### src/rtl/frame_bank_writer.sv
// rtl/frame_bank_writer.sv - expands upstream bytes into 1-bit pixels for the bank not being displayed.
// Define RLE_DECODE_EN to decode run-length bytes; otherwise each byte is 8 raw pixels, MSB first.
module frame_bank_writer #(
  parameter int FRAME_PIXELS = 19200,
  parameter int ADDR_W       = 15
) (
  input  logic              CLK_40,
  input  logic              reset,
  input  logic              start_data_FSM,
  input  logic              switch_mode,
  input  logic              read_bank1,
  input  logic              read_bank2,
  input  logic [7:0]        s_data,
  input  logic              s_valid,
  output logic              s_ready,
  output logic [ADDR_W-1:0] wr_addr,
  output logic              wr_data,
  output logic              wr_en_b1,
  output logic              wr_en_b2,
  output logic              frame_done,
  output logic              underrun,
  output logic [15:0]       frame_count
);

  typedef enum logic [1:0] {IDLE, WAIT_BYTE, EXPAND, FRAME_DONE} state_t;

  localparam logic [ADDR_W-1:0] LAST_ADDR = ADDR_W'(FRAME_PIXELS - 1);

  state_t            r_state;
  logic              r_s_ready;
  logic [ADDR_W-1:0] r_wr_addr;
  logic              r_wr_data;
  logic              r_we;
  logic              r_frame_done;
  logic              r_underrun;
  logic [15:0]       r_frame_count;
  logic [6:0]        r_cnt;
`ifndef RLE_DECODE_EN
  logic [6:0]        r_shift;
`endif

  logic w_last_write;
  logic w_unused;

  // Bank choice follows the VGA read flags live; only bank 2 is written when neither flag is set.
  assign w_last_write = (r_state == EXPAND) && (r_wr_addr == LAST_ADDR);
  assign w_unused     = read_bank1;

  assign s_ready     = r_s_ready;
  assign wr_addr     = r_wr_addr;
  assign wr_data     = r_wr_data;
  assign wr_en_b1    = r_we & read_bank2;
  assign wr_en_b2    = r_we & ~read_bank2;
  assign frame_done  = r_frame_done;
  assign underrun    = r_underrun;
  assign frame_count = r_frame_count;

  always_ff @(posedge CLK_40) begin
    if (reset) begin
      r_state       <= IDLE;
      r_s_ready     <= 1'b0;
      r_wr_addr     <= '0;
      r_wr_data     <= 1'b0;
      r_we          <= 1'b0;
      r_frame_done  <= 1'b0;
      r_underrun    <= 1'b0;
      r_frame_count <= 16'd0;
      r_cnt         <= 7'd0;
`ifndef RLE_DECODE_EN
      r_shift       <= 7'd0;
`endif
    end else begin
      case (r_state)
        IDLE: begin
          if (start_data_FSM) begin
            r_state   <= WAIT_BYTE;
            r_wr_addr <= '0;
            r_s_ready <= 1'b1;
          end
        end

        WAIT_BYTE: begin
          if (switch_mode) r_underrun <= 1'b1;
          if (s_valid) begin
            r_state   <= EXPAND;
            r_s_ready <= 1'b0;
            r_we      <= 1'b1;
            r_wr_data <= s_data[7];
`ifdef RLE_DECODE_EN
            r_cnt     <= s_data[6:0];
`else
            r_cnt     <= 7'd7;
            r_shift   <= s_data[6:0];
`endif
          end
        end

        EXPAND: begin
          if (w_last_write) begin
            // A swap coinciding with the final pixel retires the frame cleanly.
            r_we <= 1'b0;
            if (switch_mode) begin
              r_frame_count <= r_frame_count + 16'd1;
              r_wr_addr     <= '0;
              r_state       <= WAIT_BYTE;
              r_s_ready     <= 1'b1;
            end else begin
              r_state      <= FRAME_DONE;
              r_frame_done <= 1'b1;
            end
          end else begin
            if (switch_mode) r_underrun <= 1'b1;
            r_wr_addr <= r_wr_addr + ADDR_W'(1);
            if (r_cnt == 7'd0) begin
              r_we      <= 1'b0;
              r_state   <= WAIT_BYTE;
              r_s_ready <= 1'b1;
            end else begin
              r_cnt <= r_cnt - 7'd1;
`ifndef RLE_DECODE_EN
              r_wr_data <= r_shift[6];
              r_shift   <= {r_shift[5:0], 1'b0};
`endif
            end
          end
        end

        FRAME_DONE: begin
          if (switch_mode) begin
            r_frame_count <= r_frame_count + 16'd1;
            r_wr_addr     <= '0;
            r_state       <= WAIT_BYTE;
            r_frame_done  <= 1'b0;
            r_s_ready     <= 1'b1;
          end
        end

        default: r_state <= IDLE;
      endcase
    end
  end

endmodule

### config.mk
export PLATFORM = sky130hd
export DESIGN_NAME = frame_bank_writer
export DESIGN_NICKNAME = d
export VERILOG_FILES = /design/src/rtl/frame_bank_writer.sv
export SDC_FILE = /design/constraint.sdc
export NUM_CORES = 1
export LEC_CHECK = 0
export CAP_MARGIN = 30
export CORE_AREA = 2 2 74 76
export DETAILED_ROUTE_END_ITERATION = 10
export DIE_AREA = 0 0 76 78
export PLACE_DENSITY = 0.82
export SETUP_SLACK_MARGIN = 0.05
export SYNTH_ARGS = -nofsm -noshare
export SYNTH_HDL_FRONTEND = slang
export SYNTH_SLANG_ARGS = --single-unit
### constraint.sdc
create_clock -name CLK_40 -period 3.78 [get_ports CLK_40]
set_input_delay 0.378 -clock CLK_40 [delete_from_list [all_inputs] [get_ports CLK_40]]
set_output_delay 0.378 -clock CLK_40 [all_outputs]
set_load 0.01 [all_outputs]
==> After elaboration in Yosys (flattened, before gate mapping) <==
Cells that the tools add are included.
{ "totals": {"reg_bits": 52, "in_bits": 15, "out_inout_bits": 37} }
{ "classes": {"addsub": 3, "n_eq_ne": 12, "muxes": 43, "bitwise_logic": 3, "n_reduce_logical": 14} }
{ "ops": {"columns": ["operator", "count"], "rows": [
  ["$mux 15", 3],
  ["$pmux 15 s3", 1],
  ["$mux 7", 6],
  ["$mux 16", 2],
  ["$pmux 16 s2", 1],
  ["$pmux 7 s2", 2],
  ["$add 16x1->16 const B", 1],
  ["$mux 1", 16],
  ["$add 15x1->15 const B", 1],
  ["$eq 15x15->1 const B", 1],
  ["$ne 2x2->1 const B", 7],
  ["$mux 2", 6],
  ["$reduce_and 4->1", 3],
  ["$pmux 1 s2", 4],
  ["$pmux 2 s4", 1],
  ["$logic_not 7->1", 1],
  ["$sub 7x1->7 const B", 1],
  ["$reduce_and 2->1", 3],
  ["$reduce_and 3->1", 2],
  ["$eq 2x2->1 const B", 2],
  ["$pmux 1 s4", 1],
  ["$reduce_bool 2->1", 2],
  ["$ne 3x2->1 const B", 1],
  ["$reduce_bool 3->1", 1],
  ["5 further kinds", 6]
]} }

==> Longest topological paths before layout <==
{ "logic_depth": {"word_depth": 4, "depth_mapped": 9, "ltp_nobuf": 7} }

==> Worst setup path after synthesis <==
Ideal clock, no wire load.
{ "synth_path": {"path_kind": "register to register", "startpoint": "register r_wr_addr[0], in the netlist wr_addr[0]", "endpoint": "register r_frame_count[8], in the netlist frame_count[8]", "setup_ns": 0.128, "arrival_time_ns": 1.947, "required_ns": 3.652, "path_slack_ns": 1.705, "path_stages_with_launch": 8, "n_path_buf": 1, "cell_sequence": "dfxtp_1 ha_1 nand4_1 o41a_1 buf_6 nor4_2 xnor2_1 nor2_1"} }
{ "synth_between": {"elab_chain_cells": 4} }
{ "synth_rtl": {"columns": ["item", "line_no", "source"], "rows": [
  ["start, declared", "31", "logic [ADDR_W-1:0] r_wr_addr;"],
  ["start signal, assigned", "113", "r_wr_addr <= r_wr_addr + ADDR_W'(1);"],
  ["$eq 15x15->1", "46", "assign w_last_write = (r_state == EXPAND) && (r_wr_addr == LAST_ADDR);"],
  ["$logic_and 1x1->1", "46", null],
  ["$ne 2x2->1 (no source line)", null, null],
  ["$reduce_and 2->1 (no source line)", null, null],
  ["end signal, assigned", "103", "r_frame_count <= r_frame_count + 16'd1;"],
  ["end signal, assigned", "130", "r_frame_count <= r_frame_count + 16'd1;"],
  ["end, declared", "36", "logic [15:0] r_frame_count;"]
]} }
No other way between the ends.
A chain may end at the register's enable or synchronous reset.

==> Worst setup path after layout <==
{ "layout_path": {"startpoint": "register r_state[0]", "endpoint": "register r_wr_addr[14], in the netlist wr_addr[14]"} }
{ "layout_between": {"elab_chain_cells": 4, "word_cells_on_any_way": 9} }
{ "layout_rtl": {"columns": ["item", "line_no", "source"], "rows": [
  ["start, declared", "29", "state_t r_state;"],
  ["start signal, assigned", "60", "r_state <= IDLE;"],
  ["start signal, assigned", "76", "r_state <= WAIT_BYTE;"],
  ["start signal, assigned", "85", "r_state <= EXPAND;"],
  ["$eq 2x2->1", "46, 73", null],
  ["$logic_and 1x1->1", "46", null],
  ["$mux 15", "99", "if (w_last_write) begin"],
  ["$pmux 15 s3", "73", "case (r_state)"]
]} }
Parallel ways exist; a longest one is shown, timed or not.

==> impl_metrics.env <==
export IMPL_critPathKind="flop to flop"
export IMPL_die_w_um=76
export IMPL_drc=0
export IMPL_drt_iter0_markers=170
export IMPL_synth_compound_area_share_pct=17.7
export IMPL_drtPass1Iterations=4
export IMPL_hpwl_mm=4.61
export IMPL_wire_per_inst_um=14.8
export IMPL_crit_fanout=18
export IMPL_wirelength_mm=6.47
export IMPL_cts_sinks=52
export IMPL_cts_hold_buffers_added=0
export IMPL_timing_fmax_ghz=0.361
export IMPL_port_buffers=50
export IMPL_num_rows=26
export IMPL_first_global_vias=2338
export IMPL_max_slew_margin_rel_pct=40.4
export IMPL_async_flop_share_pct=0
export IMPL_grt_max_degree=50
export IMPL_gp_congestion=0.921
export IMPL_hold_viol=0
export IMPL_synth_flop_cell="dfxtp_1"
export IMPL_clockBufferDepth=2
export IMPL_clk_insertion_delay_late_ps=300
export IMPL_whs_ps=459
export IMPL_grt_setup_unrepaired="no"
export IMPL_io_pins=52
export IMPL_period_needed_ps=2770
export IMPL_synth_edf_count=0
export IMPL_clockRootBuffer="clkbuf_8"
export IMPL_post_place_ws_ps=1050
export IMPL_setup_violations=0
export IMPL_hp_class="flop to flop"
export IMPL_hp_start="r_shift[2]"
export IMPL_detail_route_antenna_nets=0
export IMPL_drive_gt1_share_pct=6.28
export IMPL_die_y_um=78
export IMPL_synth_top_family_by_area="simple AND/OR/NAND/NOR gates"
export IMPL_grt_pass1_wl_mm=11.2
export IMPL_period_share_pct=73.3
export IMPL_synthDistinctLibCells=50
export IMPL_dieArea_sq_um=5930
export IMPL_nFillCells=434
export IMPL_startpoint="r_state[0]"
export IMPL_synth_mux_area_share_pct=2.20
export IMPL_track_usage_pct=22.8
export IMPL_setup_slack_ps=1010
export IMPL_cts_buffers=5
export IMPL_status="completed"
export IMPL_reg2reg_from="r_state[0]"
export IMPL_antenna_found_initial=0
export IMPL_post_cts_buffers=0
export IMPL_ys_seq_area_share_pct=38.1
export IMPL_syn_area_sq_um=2730
export IMPL_synth_avg_cell_area_sq_um=8.48
export IMPL_overflow=0
export IMPL_p_leak_uw=0.00114
export IMPL_yosys_warnings=0
export IMPL_cts_resized=0
export IMPL_clk_transition_reported_paths_ps=90
export IMPL_final_net_count=392
export IMPL_vias=2575
export IMPL_fin_tns_setup_ps=0
export IMPL_cts_tree="built"
export IMPL_drv_cap=0
export IMPL_syn_nets=346
export IMPL_yosys_area_share_adder_pct=4.12
export IMPL_n_antenna_cell=0
export IMPL_start_util_pct=54.1
export IMPL_cp_required_ps=4000
export IMPL_worstSetupStartpointType="flop"
export IMPL_p_per_area_nw_per_um2=349
export IMPL_yosys_register_bits=52
export IMPL_syn2layout_area_growth_pct=23.1
export IMPL_viasPerCell=5.91
export IMPL_coreArea_sq_um=5040
export IMPL_cp_arrival_ps=2990
export IMPL_h_tree_depth=2
export IMPL_ir_drop_mv=0.290
export IMPL_slew_violations=0
export IMPL_synth_simple_area_share_pct=29.2
export IMPL_syn_instance_count=322
export IMPL_worstMarginPinSlew_ps=890
export IMPL_synth_xor_area_share_pct=4.81
export IMPL_clock_skew_ps=5.67
export IMPL_cp_end_kind="flop"
==> power breakdown <==
part / switching, uW / leakage (uW) / internal, uW
logic: 159 / 0.000682 / 116
registers: 26.5 / 0.000422 / 581
clock network: 169 / 0.0000359 / 120
total: 355 / 0.00114 / 817
==> cells in the final DEF, fill, tap and decap left out, types with 5 or more instances in the layout <==
cell             count
inv_1                8
or3_1                5
mux2i_1              6
a211oi_1            15
ha_1                 9
and3_1               9
nand3_1             12
a31oi_1             10
clkbuf_8             5
nor3_1               8
xnor2_1             12
nand2_1             19
a21oi_1             17
dfxtp_1             52
clkdlybuf4s50_1     50
nand4_1              8
nor2_1              44
o21ai_0             11
nor4_2               8
buf_4                5
==> metrics by stage <==
step / total power [uW] / utilization (%) / cells / instance area [sq um]
finish: 1170 / 66.6 / 436 / 3360
global route: 1240 / 66.6 / 436 / 3360
CTS: 1180 / 66.6 / 436 / 3360
detailed placement: 892 / 65.3 / 431 / 3290
global placement: 882 / 65.3 / 431 / 3290
floorplan: 807 / - / 322 / 2730
==> final cells by class <==
class,count,area [sq um],share of cell area [%]
clock buffers,5,68.8,2.05
inverters,8,30.0,0.894
flip-flops and latches,52,1040,31.0
repair buffers,55,538,16.0
well taps,70,87.6,2.61
multi-input cells,246,1590,47.4
==> state kept, by name, indices dropped and copies added, names as in the netlist <==
register and cells:
frame_count 16, wr_addr 15, r_cnt 7, r_shift 7, r_state 2, frame_done 1, r_we 1, s_ready 1
underrun 1, wr_data 1
==> critical path: stages (launching register included) <==
cell and delay (ps):
dfxtp_1 360, inv_1 100, ha_1 640, nor4b_1 330, nand4_1 230, o21ai_1 650, nor2_1 110, a211oi_1 250
==> path summary, 6_finish.rpt <==
path / to / slack (ps) / depth (start not counted)
max: wr_addr[14] / 1010 / 7
min: r_shift[2] / 460 / 2
max reg2reg: wr_addr[14] / 1010 / 7
min reg2reg: r_shift[2] / 460 / 2
==> layer usage <==
metal | global-route usage (%) | vias up | share of wire (%)
li1 | - | 1282 | -
met5 | 0 | - | 0
met4 | 7.09 | 0 | 0.71
met2 | 37.4 | 74 | 47
met1 | 30.1 | 1213 | 46
met3 | 4.88 | 6 | 5.6
==> cell families (layout without fill, tap and decap cells) <==
logic type      Yosys count  count (layout)
buf+inv                  24              68
mux                       6               6
compound gates           74              74
fa+ha+maj                 9               9
xor+xnor                 15              15
flops                    52              52
simple gates            142             142
==> synthesized netlist by cell type, types with 5 or more instances <==
master	instances	area, sq um
nand2_1	19	71.3
nor4_2	8	100
nor3_1	8	40.0
inv_1	8	30.0
xnor2_1	12	105
a211oi_1	15	113
nand3_1	12	60.1
o21ai_0	12	60.1
clkbuf_1	11	41.3
dfxtp_1	52	1040
a31oi_1	10	62.6
a21oi_1	17	85.1
or3_1	5	31.3
and3_1	9	56.3
nor2_1	44	165
mux2i_1	6	60.1
ha_1	9	113
nand4_1	8	50.1
(Power assumes the default switching activity.)
